$ cat src/rtl/float_compare_minmax_seq_pkg.sv
// Shared FPU opcode encodings and format helpers for the compare/min-max unit.
// Contents:
//   fpu_op_e      - 5-bit FPU opcodes; MIN/MAX sit beside SEQ/SLT/SLE
//   canonical_nan - canonical quiet NaN bit pattern for any EXP/MAN width
//                   (returned in a 64-bit container, caller truncates to FLEN)
package float_compare_minmax_seq_pkg;

  typedef enum logic [4:0] {
    FPU_OP_SEQ = 5'h10,
    FPU_OP_SLT = 5'h11,
    FPU_OP_SLE = 5'h12,
    FPU_OP_MIN = 5'h13,
    FPU_OP_MAX = 5'h14
  } fpu_op_e;

  // Sign 0, exponent all ones, mantissa MSB 1, remaining mantissa bits 0:
  // a run of (exp_w + 1) ones placed just below the sign bit.
  function automatic logic [63:0] canonical_nan(input int exp_w, input int man_w);
    logic [63:0] ones;
    ones = (64'd1 << (exp_w + 1)) - 64'd1;
    return ones << (man_w - 1);
  endfunction

endpackage

$ cat src/rtl/float_compare_minmax_seq_core.sv
// Combinational classification and ordering of two IEEE-754 operands.
// Ports:
//   a, b      - operands, FLEN = 1 + EXP_WIDTH + MAN_WIDTH bits
//   snan_a/b  - signalling NaN (mantissa MSB clear)
//   qnan_a/b  - quiet NaN (mantissa MSB set)
//   equal     - compare equality (+0 == -0), forced 0 if either is NaN
//   less      - compare a < b, forced 0 if either is NaN
//   a_is_min  - total order a < b with -0 < +0; selects a for MIN, b for MAX
module float_compare_minmax_seq_core #(
  parameter int EXP_WIDTH = 8,
  parameter int MAN_WIDTH = 23,
  localparam int FLEN = 1 + EXP_WIDTH + MAN_WIDTH
) (
  input  logic [FLEN-1:0] a,
  input  logic [FLEN-1:0] b,
  output logic            snan_a,
  output logic            qnan_a,
  output logic            snan_b,
  output logic            qnan_b,
  output logic            equal,
  output logic            less,
  output logic            a_is_min
);

  logic                 sign_a, sign_b;
  logic [EXP_WIDTH-1:0] exp_a, exp_b;
  logic [MAN_WIDTH-1:0] man_a, man_b;
  logic [FLEN-2:0]      mag_a, mag_b;
  logic                 nan_a, nan_b, any_nan, both_zero, total_lt;

  assign sign_a = a[FLEN-1];
  assign sign_b = b[FLEN-1];
  assign exp_a  = a[FLEN-2 -: EXP_WIDTH];
  assign exp_b  = b[FLEN-2 -: EXP_WIDTH];
  assign man_a  = a[MAN_WIDTH-1:0];
  assign man_b  = b[MAN_WIDTH-1:0];
  assign mag_a  = a[FLEN-2:0];
  assign mag_b  = b[FLEN-2:0];

  assign nan_a  = (&exp_a) && (|man_a);
  assign nan_b  = (&exp_b) && (|man_b);
  assign snan_a = nan_a && !man_a[MAN_WIDTH-1];
  assign qnan_a = nan_a &&  man_a[MAN_WIDTH-1];
  assign snan_b = nan_b && !man_b[MAN_WIDTH-1];
  assign qnan_b = nan_b &&  man_b[MAN_WIDTH-1];

  assign any_nan   = nan_a || nan_b;
  assign both_zero = (mag_a == '0) && (mag_b == '0);

  // Sign-magnitude order: negative first; among negatives a larger
  // magnitude is the smaller value. Treats -0 as below +0.
  assign total_lt = (sign_a != sign_b) ? sign_a
                  : (sign_a ? (mag_a > mag_b) : (mag_a < mag_b));

  assign equal    = !any_nan && (both_zero || (a == b));
  assign less     = !any_nan && !both_zero && total_lt;
  assign a_is_min = total_lt;

endmodule

$ cat src/rtl/float_compare_minmax_seq.sv
// Pipelined FPU compare (SEQ/SLT/SLE) and MIN/MAX unit.
// Ports:
//   clk, reset           - clock, asynchronous active-high reset
//   flush                - synchronous clear of all stages and outputs
//   valid_in / ready_out - issue handshake; ready_out only for supported ops
//   valid_out / ready_in - result handshake
//   op, a, b             - opcode and operands
//   int_out              - compare result (0/1), 0 for MIN/MAX
//   float_out            - MIN/MAX result, 0 for compares
//   IV                   - invalid-operation flag
// Results appear STAGES cycles after accept; each stage stalls independently.
module float_compare_minmax_seq
  import float_compare_minmax_seq_pkg::*;
#(
  parameter int EXP_WIDTH = 8,
  parameter int MAN_WIDTH = 23,
  parameter int STAGES    = 1,
  localparam int FLEN = 1 + EXP_WIDTH + MAN_WIDTH
) (
  input  logic            clk,
  input  logic            reset,
  input  logic            flush,
  input  logic            valid_in,
  output logic            ready_out,
  output logic            valid_out,
  input  logic            ready_in,
  input  logic [4:0]      op,
  input  logic [FLEN-1:0] a,
  input  logic [FLEN-1:0] b,
  output logic [31:0]     int_out,
  output logic [FLEN-1:0] float_out,
  output logic            IV
);

  if (STAGES < 1 || STAGES > 3) begin : g_bad_stages
    $error("float_compare_minmax_seq: STAGES must be 1..3");
  end
  if (FLEN > 64) begin : g_bad_flen
    $error("float_compare_minmax_seq: FLEN above 64 unsupported");
  end

  logic snan_a, qnan_a, snan_b, qnan_b, equal, less, a_is_min;
  logic nan_a, nan_b, any_nan, supported;

  logic [31:0]     int_c;
  logic [FLEN-1:0] float_c;
  logic            iv_c;

  logic [STAGES-1:0] vld_p;
  logic [31:0]       int_p   [STAGES];
  logic [FLEN-1:0]   float_p [STAGES];
  logic              iv_p    [STAGES];

  logic [31:0]       int_src   [STAGES];
  logic [FLEN-1:0]   float_src [STAGES];
  logic              iv_src    [STAGES];

  logic [STAGES:0]   can_load;
  logic [STAGES-1:0] adv, load;

  float_compare_minmax_seq_core #(
    .EXP_WIDTH (EXP_WIDTH),
    .MAN_WIDTH (MAN_WIDTH)
  ) u_core (
    .a        (a),
    .b        (b),
    .snan_a   (snan_a),
    .qnan_a   (qnan_a),
    .snan_b   (snan_b),
    .qnan_b   (qnan_b),
    .equal    (equal),
    .less     (less),
    .a_is_min (a_is_min)
  );

  assign nan_a     = snan_a || qnan_a;
  assign nan_b     = snan_b || qnan_b;
  assign any_nan   = nan_a || nan_b;
  assign supported = op inside {FPU_OP_SEQ, FPU_OP_SLT, FPU_OP_SLE, FPU_OP_MIN, FPU_OP_MAX};

  always_comb begin
    int_c   = '0;
    float_c = '0;
    iv_c    = 1'b0;
    case (op)
      FPU_OP_SEQ: begin
        int_c = {31'd0, equal};
        iv_c  = snan_a || snan_b;
      end
      FPU_OP_SLT: begin
        int_c = {31'd0, less};
        iv_c  = any_nan;
      end
      FPU_OP_SLE: begin
        int_c = {31'd0, less || equal};
        iv_c  = any_nan;
      end
      FPU_OP_MIN, FPU_OP_MAX: begin
        iv_c = snan_a || snan_b;
        if (nan_a && nan_b)   float_c = FLEN'(canonical_nan(EXP_WIDTH, MAN_WIDTH));
        else if (nan_a)       float_c = b;
        else if (nan_b)       float_c = a;
        else if (op == FPU_OP_MIN) float_c = a_is_min ? a : b;
        else                  float_c = a_is_min ? b : a;
      end
      default: ;
    endcase
  end

  // A stage can take new data when it, or any stage after it, has a hole,
  // or when the output is being drained. Written without a ripple chain.
  always_comb begin
    can_load[STAGES] = ready_in;
    for (int i = 0; i < STAGES; i++) begin
      can_load[i] = ready_in;
      for (int j = i; j < STAGES; j++) begin
        if (!vld_p[j]) can_load[i] = 1'b1;
      end
    end
    for (int i = 0; i < STAGES; i++) begin
      adv[i] = vld_p[i] && can_load[i+1];
    end
    load[0] = valid_in && ready_out;
    for (int i = 1; i < STAGES; i++) begin
      load[i] = adv[i-1];
    end
  end

  assign ready_out = supported && can_load[0];

  always_comb begin
    int_src[0]   = int_c;
    float_src[0] = float_c;
    iv_src[0]    = iv_c;
    for (int i = 1; i < STAGES; i++) begin
      int_src[i]   = int_p[i-1];
      float_src[i] = float_p[i-1];
      iv_src[i]    = iv_p[i-1];
    end
  end

  // ---- stage registers p0 .. p(STAGES-1); p0 captures the computed result,
  // later stages are pure delay. An emptied stage is zeroed so the outputs
  // read 0 whenever valid_out is low.
  always_ff @(posedge clk or posedge reset) begin
    if (reset) begin
      vld_p <= '0;
      for (int i = 0; i < STAGES; i++) begin
        int_p[i]   <= '0;
        float_p[i] <= '0;
        iv_p[i]    <= 1'b0;
      end
    end else if (flush) begin
      vld_p <= '0;
      for (int i = 0; i < STAGES; i++) begin
        int_p[i]   <= '0;
        float_p[i] <= '0;
        iv_p[i]    <= 1'b0;
      end
    end else begin
      for (int i = 0; i < STAGES; i++) begin
        if (load[i]) begin
          vld_p[i]   <= 1'b1;
          int_p[i]   <= int_src[i];
          float_p[i] <= float_src[i];
          iv_p[i]    <= iv_src[i];
        end else if (adv[i]) begin
          vld_p[i]   <= 1'b0;
          int_p[i]   <= '0;
          float_p[i] <= '0;
          iv_p[i]    <= 1'b0;
        end
      end
    end
  end

  assign valid_out = vld_p[STAGES-1];
  assign int_out   = int_p[STAGES-1];
  assign float_out = float_p[STAGES-1];
  assign IV        = iv_p[STAGES-1];

endmodule
$ cat config.mk
export PLATFORM = sky130hd
export DESIGN_NAME = float_compare_minmax_seq
export DESIGN_NICKNAME = d
export VERILOG_FILES = /design/src/rtl/float_compare_minmax_seq_pkg.sv /design/src/rtl/float_compare_minmax_seq_core.sv /design/src/rtl/float_compare_minmax_seq.sv
export SDC_FILE = /design/constraint.sdc
export NUM_CORES = 1
export LEC_CHECK = 0
export BUFFER_PORTS_ARGS = -buffer_cell sky130_fd_sc_hd__buf_2
export CAP_MARGIN = 30
export CELL_PAD_IN_SITES_DETAIL_PLACEMENT = 0
export CELL_PAD_IN_SITES_GLOBAL_PLACEMENT = 1
export CORE_UTILIZATION = 38
export DETAILED_ROUTE_END_ITERATION = 10
export GPL_TIMING_DRIVEN = 0
export PLACE_DENSITY = 0.94
export SYNTH_ARGS = -nofsm -noshare
export SYNTH_HDL_FRONTEND = slang
export SYNTH_SLANG_ARGS = --single-unit
$ cat constraint.sdc
create_clock -name clk -period 3.9 [get_ports clk]
set_input_delay 0.195 -clock clk [delete_from_list [all_inputs] [get_ports clk]]
set_output_delay 0.195 -clock clk [all_outputs]
set_load 0.02 [all_outputs]
# Word level (Yosys, flattened, before mapping)

Index checks and enable logic that the tools add are counted.

Register bits after elaboration: 66
Word-level logic and storage cells: 71
Output and inout port bits: 67
Input bits: 74

Multiplexer cells: 22
$lt $le $gt $ge: 2
Reduce and logical (&&, ||, !) cells: 36
Equality and inequality tests: 7

Operators with widths:

| kind                                 | count |
|---|---|
| 2-to-1 mux 32 bit                    | 12 |
| logical NOT 31 bit                   | 2 |
| OR reduction 23 bit                  | 2 |
| == test 32 bit                       | 1 |
| greater-than comparator 31 bit       | 1 |
| < comparator 31 bit                  | 1 |
| == test 5 bit, second input constant | 5 |
| AND reduction 8 bit                  | 2 |
| logical AND 1 bit                    | 14 |
| 2-to-1 mux 1 bit                     | 8 |
| logical OR 1 bit                     | 7 |
| nonzero test 5 bit                   | 1 |
| logical NOT 1 bit                    | 4 |
| OR reduction 2 bit                   | 2 |
| one-hot mux 1 bit (3 select lines)   | 1 |
| nonzero test 3 bit                   | 1 |
| OR reduction 3 bit                   | 1 |
| one-hot mux 1 bit (2 select lines)   | 1 |
| != test 1 bit                        | 1 |

# Depth between registers and ports, before layout

Gate-level depths: netlist (run 1).

Word-level depth: 11
Depth in mapped cells: 11

# Hierarchy

From an unflattened synthesis (run 1), not the netlist that was laid out.

Cells, all modules: 375
Area, all modules: 3145.5 µm²

Modules (own cells, without submodules):

| module                        | cells an instance | area each (µm²) | seq. area each (µm²) | times used |
|---|---|---|---|---|
| float_compare_minmax_seq      | 216               | 2080.7          | 875.8                | 1 |
| float_compare_minmax_seq_core | 159               | 1064.8          | 0.0                  | 1 |

# Least setup slack after synthesis (run 1)

OpenSTA, ideal clock, no wires.

Kind: input to register
Start point: input b[16]
End point: register float_p, in the netlist float_out[22]
Data arrival time: 2307 ps
Setup time: 121 ps
Stages on the path: 10
Path slack: 1472 ps
Cell sequence: inv_1 ha_1 a21o_1 a221o_1 a211oi_2 o211ai_1 o211ai_2 a21boi_2 or4_1 a22o_1

Longest elaborated chain between the ends: 11
Elaborated cells on any way between the ends: 19

Ends and longest elaborated chain:

| what                                                                         | RTL line                                                         | text |
|---|---|---|
| start, declared                                                              | float_compare_minmax_seq.sv:29                                   | `input logic [FLEN-1:0] b,` |
| < comparator 31 bit / greater-than comparator 31 bit (equally long branches) | float_compare_minmax_seq_core.sv:53                              | `: (sign_a ? (mag_a > mag_b) : (mag_a < mag_b));` |
| 2-to-1 mux 1 bit                                                             | float_compare_minmax_seq_core.sv:53                              |  |
| 2-to-1 mux 1 bit                                                             | float_compare_minmax_seq_core.sv:52                              | `assign total_lt = (sign_a != sign_b) ? sign_a` |
| 2-to-1 mux 32 bit, on equally long branches                                  | float_compare_minmax_seq.sv:104, float_compare_minmax_seq.sv:103 |  |
| 2-to-1 mux 32 bit                                                            | float_compare_minmax_seq.sv:103                                  | `else if (op == FPU_OP_MIN) float_c = a_is_min ? a : b;` |
| 2-to-1 mux 32 bit                                                            | float_compare_minmax_seq.sv:102                                  | `else if (nan_b) float_c = a;` |
| 2-to-1 mux 32 bit                                                            | float_compare_minmax_seq.sv:101                                  | `else if (nan_a) float_c = b;` |
| 2-to-1 mux 32 bit *                                                          | float_compare_minmax_seq.sv:100                                  | `if (nan_a && nan_b) float_c = FLEN'(canonical_nan(EXP_WIDTH, MAN_WIDTH));` |
| 2-to-1 mux 32 bit *                                                          | float_compare_minmax_seq.sv:85                                   | `case (op)` |
| 2-to-1 mux 32 bit *                                                          | float_compare_minmax_seq.sv:162                                  | `if (load[i]) begin` |
| 2-to-1 mux 32 bit *                                                          | float_compare_minmax_seq.sv:153                                  | `end else if (flush) begin` |
| end signal, assigned by index                                                | float_compare_minmax_seq.sv:165                                  | `float_p[i] <= float_src[i];` |
| end, declared                                                                | float_compare_minmax_seq.sv:51                                   | `logic [FLEN-1:0] float_p [STAGES];` |

Every way passes the cells marked *; elsewhere a longest branch is shown, timed or not.
A chain may end at the register's enable or synchronous reset.

# Final worst setup path (run 1)

Start point: input b[29]
End point: register float_p, in the netlist float_out[18]

The elaborated chain is that of the path after synthesis.

==> results of run 1 <==
-- cells in the mapped netlist, types with 2 or more instances --
cell / count
a22o_1: 2
ha_1: 33
a21boi_2: 2
a221o_1: 2
dfrtp_1: 35
o211ai_1: 31
a22oi_1: 9
and2_1: 2
nand3_1: 54
a32oi_1: 22
o21ai_1: 3
a221oi_1: 2
o21ai_0: 7
a211oi_1: 2
and3_1: 22
and4_1: 3
nand2_1: 22
a21oi_1: 14
clkbuf_1: 18
buf_4: 32
nor2_1: 12
nor3_1: 7
buf_2: 10
nand4_1: 19
inv_1: 34
nand4b_1: 3
nor4_1: 15
-- cell type report --
type / count / area [sq um] / area share [%]
buffer: 60 / 358 / 8.11
clock buffer: 7 / 76.3 / 1.73
clock inverter: 1 / 5.00 / 0.113
inverter: 34 / 128 / 2.89
multi-input combinational: 341 / 2290 / 51.9
sequential: 35 / 876 / 19.9
tap: 108 / 135 / 3.06
timing repair buffer: 109 / 546 / 12.4
-- flip-flops by register name, indices dropped and copies added, names as in the netlist --
register	cells
float_out	32
valid_out	1
IV	1
int_out	1
-- how the worst max path moves through the flow --
stage               cells after the start   from                   endpoint
floorplan                              10  b[16]  float_out[22]$_DFFE_PP0P_
global placement                       12  b[29]  float_out[29]$_DFFE_PP0P_
detailed placement                     12  b[29]  float_out[29]$_DFFE_PP0P_
CTS                                    12  b[29]  float_out[29]$_DFFE_PP0P_
global route                           12  b[29]  float_out[13]$_DFFE_PP0P_
finish                                 12  b[29]  float_out[18]$_DFFE_PP0P_
-- worst register-to-register path, delay by kind of cell, from the launching register on --
kind | cells | cell delay, ps
AND/OR/NAND/NOR | 5 | 1000
buffers and inverters | 3 | 840
flip-flops | 1 | 400
AO/OA/AOI/OAI | 2 | 360
-- through the flow --
step                total power, mW  worst slack [ps]
global route                  0.977               969
detailed placement            0.658               937
floorplan                     0.546              1470
CTS                           0.925              1220
finish                        0.922              1150
global placement              0.651              1020
-- cell families (layout without fill, tap and decap cells) --
kind of cell    count (synthesis)  in the layout
fa+ha+maj                      33             33
simple gates                  170            170
other cells                     1             31
mux                             1              1
buf+inv                        94            211
compound gates                106            106
flops                          35             35
-- metal layers --
| metal | wire length, um | part of all wire [%] | vias up |
|---|---|---|---|
| met5 | 0 | 0 | - |
| met4 | 272 | 2.3 | 0 |
| met3 | 1080 | 8.9 | 22 |
| met2 | 5420 | 45 | 219 |
| met1 | 5290 | 44 | 1855 |
| li1 | - | - | 1923 |
-- report_power, final --
part           leakage, nW  internal [mW]  switching [mW]
Clock               0.0422          0.126           0.139
Sequential           0.489          0.364        0.000840
Combinational         1.86          0.104           0.188
Total                 2.40          0.593           0.328
==> results.md, run 1 <==
- Outcome: finished, violations left
- Failing checks: DRC
- GR Util met1: 34.3%
- Sequential share of the synthesized area: 24.8%
- Asr flop ratio synth: 100%
- Vias in the first global route: 3,942
- Commonest non-fill, non-tap cell in the layout: buf_2
- Post-synthesis instance area: 0.00354 sq mm
- Req. time, crit path: 4120 ps
- Worst-path clk slew: 80 ps
- Unique masters post-synth: 50
- Final Non-Filler Cells: 695
- Worst hold path type: in2async
- Commonest register cell after synthesis: dfrtp_1
- Post_cts resized: 0
- Peak VDD IR: 0.122 mV
- Wirelength per Cell: 17.4 um
- FF+latch count, synth: 35
- Max-Slew Margin vs Limit: 22.9%
- Worst hold margin: 51.3 ps
- Layout cell share with drive strength beyond 1: 28.6%
- Most frequent cells in the layout: buf_2 (119), nand3_1 (54), dfrtp_1 (35), inv_1 (33), ha_1 (33)
- Largest net degree at the start of global routing: 36
- Synth area leader: dfrtp_1
- Largest family of logic cells by synthesized area: simple AND/OR/NAND/NOR gates
- DRT Pass-1 Iters: 9
- Worst R2R End: float_out[18]$_DFFE_PP0P_
- Placeable Area: 0.00885 sq mm
- Initial DRC count: 267
- Post-CTS Setup Inserts: 0
- Reg2reg path depth: 10
- Hold_buf cts: 0
- Drt via density: 5.78
- Setup TNS: 0 ps
- Critical path type: in2reg
- Cts bufs inserted: 5
- Pwr/cell area: 209 mW/mm^2
- Met2 GRT Util: 39.8%
- Top Usage Layer GRT: met2
- Post-layout net count: 693
- Dpl hpwl: 9440 um
- Grt met3 use: 4.54%
- Max stage delay on crit path: 450 ps
- Fin crit period: 2750 ps
- Number of enable flip-flop cells after synthesis: 0
- Post-DRT Antenna Nets: 0
- Cells after DPL: 687
- DRC Markers: 8
- Simple-gate portion of the synthesized area: 26.9%
- Post-layout util: 49.9%
- R2R setup slack: 1250 ps
- Slowest-stage cell, CP: nor4b_2
- CTS tree: done
- Max cap viols: 0
- Initial antenna violation count: 0
- Port bufs: 108
- Fin Clk Skew: 9.24 ps
- GRT Overall Usage: 25.1%
- Slew Limit Fails: 0
- Top cells by area, synth: dfrtp_1 (25%), ha_1 (12%), nand3_1 (7.6%)
- ANT cells: 0
- Area grow syn2layout: 24.7%
- XOR/XNOR Fraction of Synth Area: 0%
- Crit share post-route: 70.5%
- Cells after Synth: 440
- Die H: 98.5 um
- Compound-Gate Fraction of Synth Area: 22.5%
- CP Launch Type: input pin
- Worst slew pin tran: 1160 ps
- Crit path max-delay family: simple AND/OR/NAND/NOR gates
- RSZ-0062 raised after global routing: false
- Skew-Pair Late Insertion Delay: 290 ps
- Worst Path Arrival: 2980 ps
- Global-route wire length before repair: 19,600 um
- Fin area: 0.00441 sq mm
- YS warnings: 0
- CP cell instances: buf_2, inv_1, ha_1, nand4_2, nor4_2, and4_1, a21boi_2, nor3_1, nor4b_2, buf_2, o211ai_1, nand3_1
- Die area: 0.00970 sq mm
- GRT overflow: 0
- Rows: 34
- Mux cell area share after synthesis: 0.283%
- Synth Area per Inst: 8.04 sq um
- Root buffer cell: clkbuf_8
- CP Buf/Inv Count: 3
- Initial core utilization: 40.0%
- RR Startpoint: valid_out$_DFFE_PP0P_
- Worst setup EP type: register
- Worst Path Max Fanout: 10
- Leak Pwr: 2.40 nW
- Final hold viol count: 0
- Io pins: 141
- Placed cell area: 0.00433 sq mm
- Cell mode on critical path: buf_2
- Clock Path Buffers: 2
- Clk sinks: 35
- Post-synth top area share: 24.8%
- Filler cells: 911
- Die span in x: 98.5 um
- Finish-stage setup viols: 0
- Via Count: 4,019
- Synth Area in Adders: 11.7%
- Max Clock Freq: 0.363 GHz
- Final Routed Wirelength: 12,100 um
- RD Place Congestion: 0.892
- H-tree depth: 2
No activity file was read; power rests on OpenSTA's default activity.
==> inputs of run 2 (changes only) <==
--- a/config.mk
+++ b/config.mk
@@ -9,10 +9,10 @@
 export CAP_MARGIN = 30
 export CELL_PAD_IN_SITES_DETAIL_PLACEMENT = 0
 export CELL_PAD_IN_SITES_GLOBAL_PLACEMENT = 1
-export CORE_UTILIZATION = 38
+export CORE_UTILIZATION = 35
 export DETAILED_ROUTE_END_ITERATION = 10
 export GPL_TIMING_DRIVEN = 0
-export PLACE_DENSITY = 0.94
+export PLACE_DENSITY = 0.88
 export SYNTH_ARGS = -nofsm -noshare
 export SYNTH_HDL_FRONTEND = slang
 export SYNTH_SLANG_ARGS = --single-unit
==> constraint.sdc (replaced) <==
create_clock -name clk -period 2.63 [get_ports clk]
set_input_delay 0.1315 -clock clk [delete_from_list [all_inputs] [get_ports clk]]
set_output_delay 0.1315 -clock clk [all_outputs]
set_load 0.02 [all_outputs]
==> run 2 against run 1 <==
Against the previous run:
- the flow finishes with violations (hold timing)
- combinational power up 52%
- worst setup slack worse by 990 ps
- via count down 0.80%
- global-route usage down 0.81 points
- count of clock-buffer cells in the layout down 1
- cell area up 2.2%
- clock power up 62%
- worst hold slack worse by 64 ps
- largest cell class unchanged
==> results.md, run 2 (synthesized netlist as in run 1, its figures left out) <==
- Outcome: finished, violations left
- Failing checks: hold timing
- Max reg flops: 32
- RD Place Congestion: 0.940
- Final hold viol count: 24
- Final Routed Wirelength: 12,500 um
- Multi-input logic area: 0.00232 sq mm
- Reg2reg path depth: 10
- Peak VDD IR: 0.151 mV
- Worst-path clk slew: 90 ps
- Initial core utilization: 36.2%
- Post-CTS Setup Inserts: 0
- Worst R2R End: float_out[18]$_DFFE_PP0P_
- Share of power burned in the clock network: 30.4%
- Port bufs: 108
- Seq pwr share: 38.3%
- Rows: 36
- Worst setup path end: float_out[23]$_DFFE_PP0P_
- Die H: 103 um
- Post-layout util: 46.1%
- CP Launch Type: input pin
- Clock Path Buffers: 2
- CTS tree: done
- Fin crit period: 2480 ps
- Initial antenna violation count: 0
- Worst setup EP type: register
- Max cap viols: 0
- GRT Overall Usage: 24.3%
- Req. time, crit path: 2870 ps
- Most frequent cells in the layout: buf_2 (116), nand3_1 (54), dfrtp_1 (35), buf_4 (34)
- RR Startpoint: valid_out$_DFFE_PP0P_
- Wirelength per Cell: 17.3 um
- Crit share post-route: 94.1%
- Post-DRT Antenna Nets: 0
- Leak Pwr: 2.45 nW
- Dpl hpwl: 9650 um
- Die span in x: 103 um
- Switching power: 0.510 mW
- Worst hold path type: in2async
- Cts bufs inserted: 5
- Max-Slew Margin vs Limit: 45.8%
- Filler cells: 1,007
- GRT overflow: 0
- Commonest non-fill, non-tap cell in the layout: buf_2
- Pwr/cell area: 313 mW/mm^2
- Max Clock Freq: 0.404 GHz
- Slew Limit Fails: 0
- Worst hold margin: -13.1 ps
- Internal power: 0.903 mW
- DRT Pass-1 Iters: 4
- Critical path origin: b[16]
- Placeable Area: 0.00977 sq mm
- Worst Path Arrival: 2710 ps
- Critical path type: in2reg
- Hold_buf cts: 0
- Layout cell share with drive strength beyond 1: 30.5%
- Comb pwr share: 31.3%
- Via Count: 3,987
- Worst Path Max Fanout: 10
- Worst slew pin tran: 812 ps
- H-tree depth: 2
- Die area: 0.0105 sq mm
- R2R setup slack: 170 ps
- Vias in the first global route: 3,892
- Fin Clk Skew: 8.81 ps
- Io pins: 141
- Drt via density: 5.54
- Skew-Pair Late Insertion Delay: 300 ps
- Initial DRC count: 188
- FF+latch area: 876 sq um
- Largest net degree at the start of global routing: 36
- Area grow syn2layout: 27.5%
- Post-layout net count: 694
- DRC Markers: 0
- Root buffer cell: clkbuf_8
- Finish-stage setup viols: 0
- ANT cells: 0
- Sw Share: 36.1%
- Clk sinks: 35
- Global-route wire length before repair: 19,600 um
## run 2: cell count changes in the layout (fill, tap and decap cells not counted), sizes merged
cell,delta
buf,-1
clkbuf,+1
## run 2: worst min path at each step
stage	startpoint	end	cells past startpoint
floorplan	flush	valid_out$_DFFE_PP0P_	1
global placement	flush	valid_out$_DFFE_PP0P_	2
detailed placement	flush	valid_out$_DFFE_PP0P_	2
CTS	flush	valid_out$_DFFE_PP0P_	2
global route	flush	valid_out$_DFFE_PP0P_	2
finish	reset	float_out[21]$_DFFE_PP0P_	2
## run 2: critical path, cell delays in order
cell and delay [ps]:
buf_2 120, inv_1 50, ha_1 280, a21o_1 160
a221o_1 350, a211oi_2 230, o211ai_1 200, or3_4 440
a21boi_2 230, buf_2 270, o211ai_1 130, nand3_1 120
## run 2: power by group through the flow
stage          logic [mW]  clock network, mW  registers, mW
2_1_floorplan       0.255                  0          0.554
3_3_place_gp        0.418                  0          0.552
3_5_place_dp        0.427                  0          0.552
4_1_cts             0.430              0.436          0.541
5_1_grt             0.488              0.456          0.541
6_report            0.443              0.429          0.541
## run 2: per-stage QoR
| step | setup TNS, ps | std cells | power, mW | setup slack [ps] | instance area [sq um] |
|---|---|---|---|---|---|
| 2_1_floorplan | 0 | 470 | 0.809 | 266 | 3650 |
| 3_3_place_gp | -6050 | 711 | 0.970 | -210 | 4360 |
| 3_5_place_dp | -6950 | 712 | 0.978 | -251 | 4360 |
| 4_1_cts | 0 | 719 | 1.41 | 51.6 | 4450 |
| 5_1_grt | -34.6 | 720 | 1.49 | -14.2 | 4510 |
| 6_report | 0 | 720 | 1.41 | 154 | 4510 |
## run 2: repair_timing
item                       in CTS  in global routing
gates resized for setup         1                 24
gates cloned                    0                  0
setup endpoints to repair       4                 33
pin swaps                       0                  2
## run 2: final cells by class
cell class / instances / area share, %
multi-input combinational: 341 / 51.5
sequential: 35 / 19.4
timing repair buffer: 110 / 12.3
buffer: 60 / 8.35
tap: 133 / 3.69
inverter: 34 / 2.83
clock buffer: 6 / 1.83
clock inverter: 1 / 0.111
## run 2: per-layer routing
metal	up-vias	track usage [%]	part of all wire [%]
met5	-	0	0
met3	26	5.97	8.1
li1	1931	-	-
met2	182	39.1	46
met4	0	8.90	2.3
met1	1848	31.6	43
==> inputs of run 3 (changes only) <==
--- a/config.mk
+++ b/config.mk
@@ -9,10 +9,11 @@
 export CAP_MARGIN = 30
 export CELL_PAD_IN_SITES_DETAIL_PLACEMENT = 0
 export CELL_PAD_IN_SITES_GLOBAL_PLACEMENT = 1
-export CORE_UTILIZATION = 35
+export CORE_UTILIZATION = 34
 export DETAILED_ROUTE_END_ITERATION = 10
 export GPL_TIMING_DRIVEN = 0
-export PLACE_DENSITY = 0.88
+export PLACE_DENSITY = 0.83
 export SYNTH_ARGS = -nofsm -noshare
 export SYNTH_HDL_FRONTEND = slang
+export SYNTH_HIERARCHICAL = 1
 export SYNTH_SLANG_ARGS = --single-unit
==> run 3 against run 2 <==
Against the previous run:
- the run ends with DRC, hold timing left
- fmax is 0.53% lower
- largest power group unchanged
- global-route usage is 5.1 points lower
- critical path depth is 4 higher
- sequential power is 1% higher
- highest routed layer unchanged
==> results.md, run 3 <==
- Reg2reg path depth: 6
- Routed wl met3: 776 um
- RD Place Congestion: 0.891
- Fin Clk Skew: 18.0 ps
- Worst-path clk slew: 90 ps
- Top Metal Used: met4
- Critical path origin: b[10]
- Port bufs: 108
- Sw Share: 35.1%
- Max Clock Freq: 0.402 GHz
- Most frequent cells in the layout: buf_2 (108), nand2_1 (46), dfrtp_1 (35), buf_4 (35), inv_1 (33)
- Seq pwr share: 36.2%
- Final hold viol count: 16
- Vias in the first global route: 3,034
- Worst slew pin tran: 815 ps
- Cells after DPL: 621
- Slew Limit Fails: 0
- Internal power: 0.982 mW
- R2R setup slack: 940 ps
- Crit share post-route: 94.6%
- Cts bufs inserted: 5
- ANT cells: 0
- GRT overflow: 0
- CTS tree: done
- Max reg flops: 32
- Max stage delay on crit path: 300 ps
- Layout cell share with drive strength beyond 1: 34.5%
- Root buffer cell: clkbuf_8
- Synth Area per Inst: 8.39 sq um
- Post-DRT Antenna Nets: 0
- Clk sinks: 35
- Met2 routed WL: 4460 um
- GRT Overall Usage: 19.2%
- Worst setup path end: float_out[25]$_DFFE_PP0P_
- Finish-stage setup viols: 0
- Switching power: 0.532 mW
- Final Routed Wirelength: 9470 um
- Area grow syn2layout: 32.3%
- Peak VDD IR: 0.169 mV
- Asr flop ratio synth: 100%
- Dpl hpwl: 7640 um
- Post-synth top area share: 27.8%
- H-tree depth: 2
- YS warnings: 6
- Met1 wire length: 4180 um
- Max cap viols: 0
- Global-route wire length before repair: 14,900 um
- Power, Total: 1.51 mW
- Post-layout net count: 629
- FF+latch count, synth: 35
- Setup TNS: 0 ps
- Drt via density: 5.08
- Synth area leader: dfrtp_1
- Worst hold margin: -15.3 ps
- Leak Pwr: 2.30 nW
- Io pins: 141
- Final Non-Filler Cells: 632
- Cells after Synth: 375
- Worst Path Arrival: 2660 ps
- Top cells by area, synth: dfrtp_1 (28%), ha_1 (12%), buf_4 (7.9%)
- Setup WS post-layout: 141 ps
- Via Count: 3,210
- Worst hold path type: in2async
- CP cell instances: buf_2, inv_1, ha_1, and4_1, nand3_2, o21bai_1, a31o_1, a41o_1, a21oi_4, buf_4, nor2b_1, nand4_1, nand3_4, buf_6, o22ai_1, o21ai_1
- Rows: 34
- Worst setup EP type: register
- RR Startpoint: valid_out$_DFFE_PP0P_
- Pre-CTS WS: -573 ps
- Commonest cells post-synth: nand2_1 (46), dfrtp_1 (35), inv_1 (34)
- Initial DRC count: 98
- Initial core utilization: 35.5%
- Commonest register cell after synthesis: dfrtp_1
- Hold_buf cts: 0
- Clock Path Buffers: 2
- DRC Markers: 13
- Comb pwr share: 35.6%
- Post-synthesis instance area: 0.00315 sq mm
- Max-Slew Margin vs Limit: 45.6%
- Worst R2R End: float_out[3]$_DFFE_PP0P_
- Slowest-stage cell, CP: ha_1
- Fin crit period: 2490 ps
- Die area: 0.00964 sq mm
- Largest net degree at the start of global routing: 36
- Most frequent cell after synthesis: nand2_1
- Placeable Area: 0.00885 sq mm
- Wirelength per Cell: 15.0 um
- Fin area: 0.00416 sq mm
- Worst Path Max Fanout: 10
- Placed cell area: 0.00394 sq mm
- Pwr/cell area: 364 mW/mm^2
- Skew-Pair Late Insertion Delay: 300 ps
- Share of power burned in the clock network: 28.2%
- Critical path type: in2reg
- DRT Pass-1 Iters: 7
- Commonest non-fill, non-tap cell in the layout: buf_2
- Outcome: finished, violations left
- Failing checks: DRC, hold timing
- Sequential share of the synthesized area: 27.8%
- RSZ-0062 raised after global routing: true
- Die span in x: 98.2 um
- CP Launch Type: input pin
- Unique masters post-synth: 53
- Initial antenna violation count: 0
- Req. time, crit path: 2800 ps
- Die H: 98.2 um
- Number of enable flip-flop cells after synthesis: 0
## run 3: cell types whose count changed after synthesis, moves of 20 or more
cell and delta:
and3_1 -20, o21ai_1 +27, a32oi_1 -22, mux2i_1 +22, o211ai_1 -29, nand3_1 -49, nand2_1 +24
## run 3: worst min path at each step
| stage | from | end | cells past startpoint |
|---|---|---|---|
| 2_1_floorplan | flush | IV$_DFFE_PP0P_ | 1 |
| 3_3_place_gp | flush | valid_out$_DFFE_PP0P_ | 2 |
| 3_5_place_dp | reset | float_out[13]$_DFFE_PP0P_ | 2 |
| 4_1_cts | reset | float_out[17]$_DFFE_PP0P_ | 2 |
| 5_1_grt | reset | float_out[17]$_DFFE_PP0P_ | 2 |
| 6_report | reset | float_out[11]$_DFFE_PP0P_ | 2 |
## run 3: layout make-up
cell class	count	area (sq um)
Fill cell	917	4690
Multi-Input combinational cell	296	2050
Sequential cell	35	876
Timing Repair Buffer	112	571
Buffer	40	320
Tap cell	108	135
Inverter	34	128
Clock buffer	6	82.6
Clock inverter	1	5.00
## run 3: kinds of logic (layout without fill, tap and decap cells)
family / count (synthesis) / count (layout) / share of synthesized area, %
AOI/OAI and AO/OA: 94 / 94 / 19.3
xor gates and xnor gates: 1 / 1 / 0.278
adders and majority gates: 31 / 31 / 12.3
buffers and inverters: 74 / 193 / 13.5
DFF: 35 / 35 / 27.8
muxes: 23 / 23 / 7.32
other: 1 / 31 / 0.119
and+or+nand+nor: 116 / 116 / 19.3
## run 3: power groups by stage
stage               logic (mW)  clock network (mW)  registers [mW]
floorplan                0.318                   0           0.566
global placement         0.484                   0           0.558
detailed placement       0.492                   0           0.558
CTS                      0.509               0.438           0.547
global route             0.589               0.457           0.548
finish                   0.539               0.427           0.547
## run 3: metrics by stage
stage	hold WS, ps	utilization [%]
after floorplan	195	-
after global routing	55.2	47.0
final	-15.3	47.0
after detailed placement	343	44.5
after CTS	18.4	46.0
after global placement	357	44.5
## run 3: critical path, delay by kind of cell
kind / cells / cell delay [ps]
AOI/OAI and AO/OA: 6 / 1100
and+or+nand+nor: 5 / 640
buffers and inverters: 4 / 500
adders and majority gates: 1 / 300
## run 3: repair_timing
item | CTS | global route
setup endpoints to repair | 30 | 32
gates resized for setup | 7 | 14
pin swaps | 2 | 7
buffers inserted | 1 | 3
## run 3: routing by layer
layer  vias up  track usage, %
li1       1587               -
met1      1493            24.5
met2       123            34.0
met3         7            3.65
met4         0            3.56
met5         -               0
